File: config.mk
export PLATFORM = sky130hd
export DESIGN_NAME = bist_controller
export DESIGN_NICKNAME = d
export VERILOG_FILES = /design/src/rtl/bist_pkg.sv /design/src/rtl/bist_pattern_counter.sv /design/src/rtl/bist_controller.sv
export SDC_FILE = /design/constraint.sdc
export NUM_CORES = 1
export LEC_CHECK = 0
export ABC_CLOCK_PERIOD_IN_PS = 2550
export BUFFER_PORTS_ARGS = -buffer_cell sky130_fd_sc_hd__buf_2
export CAP_MARGIN = 20
export CORE_MARGIN = 2
export CORE_UTILIZATION = 42
export CTS_CLUSTER_DIAMETER = 50
export DETAILED_ROUTE_END_ITERATION = 12
export PLACE_DENSITY = 0.64
export SLEW_MARGIN = 20
export SYNTH_ARGS = -nofsm -noshare
export SYNTH_HDL_FRONTEND = slang
export SYNTH_SLANG_ARGS = --single-unit
File: constraint.sdc
create_clock -name clock -period 2.55 [get_ports clock]
set_input_delay 0.6375 -clock clock [delete_from_list [all_inputs] [get_ports clock]]
set_output_delay 0.6375 -clock clock [all_outputs]
set_load 0.05 [all_outputs]
File: src/rtl/bist_pkg.sv
// Shared types and defaults for the BIST run controller.
package bist_pkg;

  typedef enum logic [2:0] {
    IDLE,
    CLEAR,
    RUN,
    CAPTURE,
    DONE
  } state_t;

  localparam int DEF_SIG_WIDTH     = 4;
  localparam int DEF_PATTERN_COUNT = 7;

endpackage

File: src/rtl/bist_pattern_counter.sv
// Pattern counter: counts enabled cycles and flags the last one of a run.
module bist_pattern_counter
  import bist_pkg::*;
#(
  parameter int PATTERN_COUNT = DEF_PATTERN_COUNT,
  parameter int CNT_WIDTH     = $clog2(PATTERN_COUNT + 1)
) (
  input  logic clock,
  input  logic reset,
  input  logic clear,
  input  logic enable,
  output logic terminal
);

  localparam logic [CNT_WIDTH-1:0] LAST = CNT_WIDTH'(PATTERN_COUNT - 1);

  logic [CNT_WIDTH-1:0] count;

  // Up-count while enabled; a synchronous clear restarts the run at zero.
  always_ff @(posedge clock or negedge reset) begin
    if (!reset) begin
      count <= '0;
    end else if (clear) begin
      count <= '0;
    end else if (enable) begin
      count <= count + CNT_WIDTH'(1);
    end
  end

  // The run leaves RUN on the edge where this is high, so the count never wraps.
  assign terminal = (count == LAST);

endmodule

File: src/rtl/bist_controller.sv
// BIST run controller: clears the MISR, runs the pattern generator for a
// fixed number of cycles, then captures and checks the signature.
module bist_controller
  import bist_pkg::*;
#(
  parameter int SIG_WIDTH     = DEF_SIG_WIDTH,
  parameter int PATTERN_COUNT = DEF_PATTERN_COUNT,
  parameter int CNT_WIDTH     = $clog2(PATTERN_COUNT + 1)
) (
  input  logic                 clock,
  input  logic                 reset,
  input  logic                 start,
  input  logic                 abort,
  input  logic [SIG_WIDTH-1:0] golden,
  input  logic [SIG_WIDTH-1:0] misrSig,
  output logic                 misrClear,
  output logic                 tpgEnable,
  output logic                 busy,
  output logic                 done,
  output logic                 pass,
  output logic [SIG_WIDTH-1:0] signature
);

  state_t               state;
  logic [SIG_WIDTH-1:0] golden_q;
  logic                 cnt_clear;
  logic                 cnt_enable;
  logic                 cnt_terminal;

  assign cnt_clear  = (state == IDLE) && start;
  assign cnt_enable = (state == RUN);

  bist_pattern_counter #(
    .PATTERN_COUNT (PATTERN_COUNT),
    .CNT_WIDTH     (CNT_WIDTH)
  ) u_counter (
    .clock    (clock),
    .reset    (reset),
    .clear    (cnt_clear),
    .enable   (cnt_enable),
    .terminal (cnt_terminal)
  );

  // Run sequencing; every output is registered alongside the state it belongs to.
  always_ff @(posedge clock or negedge reset) begin
    if (!reset) begin
      state     <= IDLE;
      golden_q  <= '0;
      misrClear <= 1'b0;
      tpgEnable <= 1'b0;
      busy      <= 1'b0;
      done      <= 1'b0;
      pass      <= 1'b0;
      signature <= '0;
    end else begin
      misrClear <= 1'b0;
      done      <= 1'b0;
      unique case (state)
        IDLE: begin
          if (start) begin
            state     <= CLEAR;
            golden_q  <= golden;
            pass      <= 1'b0;
            signature <= '0;
            misrClear <= 1'b1;
            busy      <= 1'b1;
          end
        end
        CLEAR: begin
          if (abort) begin
            state <= IDLE;
            busy  <= 1'b0;
          end else begin
            state     <= RUN;
            tpgEnable <= 1'b1;
          end
        end
        RUN: begin
          if (abort) begin
            state     <= IDLE;
            busy      <= 1'b0;
            tpgEnable <= 1'b0;
          end else if (cnt_terminal) begin
            state     <= CAPTURE;
            tpgEnable <= 1'b0;
          end
        end
        CAPTURE: begin
          if (abort) begin
            state <= IDLE;
            busy  <= 1'b0;
          end else begin
            state     <= DONE;
            signature <= misrSig;
            pass      <= (misrSig == golden_q);
            done      <= 1'b1;
          end
        end
        DONE: begin
          state <= IDLE;
          busy  <= 1'b0;
        end
        default: begin
          state     <= IDLE;
          busy      <= 1'b0;
          tpgEnable <= 1'b0;
        end
      endcase
    end
  end

endmodule
==> flow_summary.yaml <==
cts:
  cts_tree: "yes"
  holdBufCountCts: 0
  htree_num_levels: 1
  clk_pin_slew_ns: 0.10
  clockBufferDepth: 2
  clock_latency_ns: 0.29
  cts_buffers: 3
  post_cts_resized: 0
  clock_tree.root_cell: "clkbuf_4"
  clock_sinks: 19
  post_cts_buffers: 0
status:
  status: "finished, final reports clean"
flow_run:
  max-cap-violations: 0
synthesis:
  synth.yosys.warnings: 0
  yosysTopAreaCell: "dfrtp_1"
  synth_top_cell_area_share: 0.5170
  ys.flop_type: "dfrtp_1"
  syn-instance-count: 78
  syn_avg_cell_area_um2: 11.79
  syn_nets: 92
  ys_top_cells_by_area: "dfrtp_1 52%, mux2i_1 5.4%, mux2_2 4.9%"
  ys_ff_latch: 19
  async_reset_ff_frac: 1.000
  ys_seq_area_frac: 0.5170
  synth.most_common_cell: "dfrtp_1"
  synth_edf_count: 0
  netlist_area_um2: 919.6
  synth.distinct_cells: 29
  synth_common_cells: "19 x dfrtp_1, 6 x inv_1, 5 x mux2i_1, 5 x o21ai_0, 5 x xnor2_1"
worst_setup_path:
  path_buf_inv: 1
  reg2reg_from: "state[1]"
  startpoint: "tpgEnable"
  path_delay_family: "flip-flops"
  critPathMaxStageDelay_ns: 0.38
  end_kind: "primary output"
  crit_type: "flop to primary output"
  crit_required_ns: 1.91
  cp_slowest_cell: "dfrtp_1"
  arrival_ns: 0.93
  critPathLaunchType: "flop"
  crit_fanout: 3
  worstPathCellList: "buf_2"
routing:
  postRouteWirelength_um: 1520
  drtPass1Iterations: 4
  drtIter0Drc: 5
  vias_per_cell: 5.008
  num_vias: 631
  wl_per_cell_um: 12.06
  drtAntennaViolNets: 0
  route.detailed.drc: 0
global_route:
  track_usage: 0.1386
  grt_antenna_before_repair: 0
  overflow: 0
  grt_pass1_wl_um: 2594
  grt_max_degree: 20
  grt_pass1_vias: 586
power:
  swShare: 0.3843
  power_frac_clock: 0.154
  internal_power_mw: 0.5908
  p_seq_frac: 0.482
  peakVddDrop_mv: 0.5201
  power_density_nw_per_um2: 910.8
  combinationalPowerShare: 0.365
  leakagePower_nw: 0.5035
  p_sw_mw: 0.3687
timing:
  final_max_slew_viol_count: 0
  worst_pin_slew_ns: 0.4701
  fin_tns_setup_ns: 0
  worst_hold_slack_ns: 0.2535
  rsz0062_at_grt: "no"
  slew_headroom: 0.6853
  fin_skew_ns: 0.005363
  min_period_ns: 1.568
  hold_viol_final: 0
  post-route-period-util: 0.6151
  finalSetupViolCount: 0
  timing.fmax_mhz: 637.6
place:
  dp_hpwl_um: 1170
  portBuffers: 20
  finalWeightedCongestion: 0.7272
final_layout:
  finalNetCount: 114
  syn2layout_area_growth_pct: 14.56
  antenna_cells: 0
  drive_above_1_share: 0.3131
  seqCellArea_um2: 475.5
  fillers: 187
  multi_input_area_um2: 395.4
hold_path:
  hp-class: "input pin to async pin"
die:
  coreArea_um2: 2022
  die_x_um: 50.80
  initial_core_util: 0.4548
  die_h_um: 50.80
  dieArea_um2: 2580
  rows: 16
  pin_count: 21
-- final cells by class --
cell class	count	area share
clock buffer	4	0.02494
inverter	6	0.02138
tap	27	0.03207
timing repair buffer	20	0.09501
sequential	19	0.4513
multi-input combinational	50	0.3753
-- path summary, 6_finish.rpt --
kind | endpoint | slack [ns] | cells past startpoint
max | tpgEnable | 0.98 | 1
min | signature[0] | 0.25 | 1
min in group clock | pass | 0.51 | 1
max in group asynchronous | u_counter.count[1] | 2.01 | 1
max reg2reg | golden_q[1] | 1.00 | 2
min reg2reg | pass | 0.51 | 1
-- cells in the final DEF (no fill, tap or decap) --
cell type,count
buf_2,20
dfrtp_1,19
inv_1,6
mux2i_1,5
xnor2_1,5
o21ai_0,5
nand2_1,4
mux2_2,4
nor2_1,4
clkbuf_4,3
nand2b_1,2
o2bb2ai_1,2
a21oi_1,2
ha_1,2
nor4b_4,1
and4bb_2,1
and3b_1,1
nor2_2,1
nor4bb_1,1
nor3_1,1
nand4b_1,1
a21boi_0,1
or4b_1,1
a22o_1,1
or3b_2,1
a21o_1,1
nor2b_1,1
nand3_1,1
o211ai_1,1
clkbuf_1,1
-- metal layers --
metal	share of wire	GRT usage	vias up	routed length (µm)
met5	0	0	-	0
met4	0.028	0.08108	0	42
met3	0.046	0.02679	4	70
met2	0.46	0.2105	15	705
met1	0.46	0.1832	298	702
li1	-	-	314	-
-- power by group through the flow --
| stage | combinational [mW] | sequential (mW) | clock, mW |
|---|---|---|---|
| after floorplan | 0.214 | 0.537 | 0 |
| after global placement | 0.347 | 0.465 | 0 |
| after detailed placement | 0.354 | 0.471 | 0 |
| after CTS | 0.355 | 0.465 | 0.155 |
| after global routing | 0.380 | 0.481 | 0.166 |
| final | 0.350 | 0.462 | 0.147 |
-- worst register-to-register path, cell delays in order, from the launching register on --
cell and delay (ns):
dfrtp_1 0.52, nor4b_4 0.54, mux2_2 0.39
-- per-stage QoR --
stage / utilization / total power, mW / instance area, µm² / instances / worst slack (ns)
6_report: 0.5210 / 0.9595 / 1054 / 126 / 0.9815
3_3_place_gp: 0.5080 / 0.8121 / 1027 / 122 / 0.8958
5_1_grt: 0.5210 / 1.026 / 1054 / 126 / 0.9099
3_5_place_dp: 0.5080 / 0.8244 / 1027 / 122 / 0.8681
4_1_cts: 0.5210 / 0.9744 / 1054 / 126 / 0.9617
2_1_floorplan: - / 0.7506 / 919.6 / 78 / 1.082
-- cell families (layout without fill, tap and decap cells) --
logic type,count (synthesis),in the layout,share of synthesized area
muxes,9,9,0.1034
and+or+nand+nor,21,21,0.1605
buffers and inverters,9,30,0.05305
AOI/OAI and AO/OA,13,13,0.09117
adders and majority gates,2,2,0.02721
xor gates and xnor gates,5,5,0.04762
DFF,19,19,0.5170
-- flip-flops by register name (all words and copies together), names as in the netlist --
register	flops
done	1
misrClear	1
pass	1
state	3
tpgEnable	1
u_counter.count	3
signature	4
busy	1
golden_q	4
No activity file was read; power rests on OpenSTA's default activity.
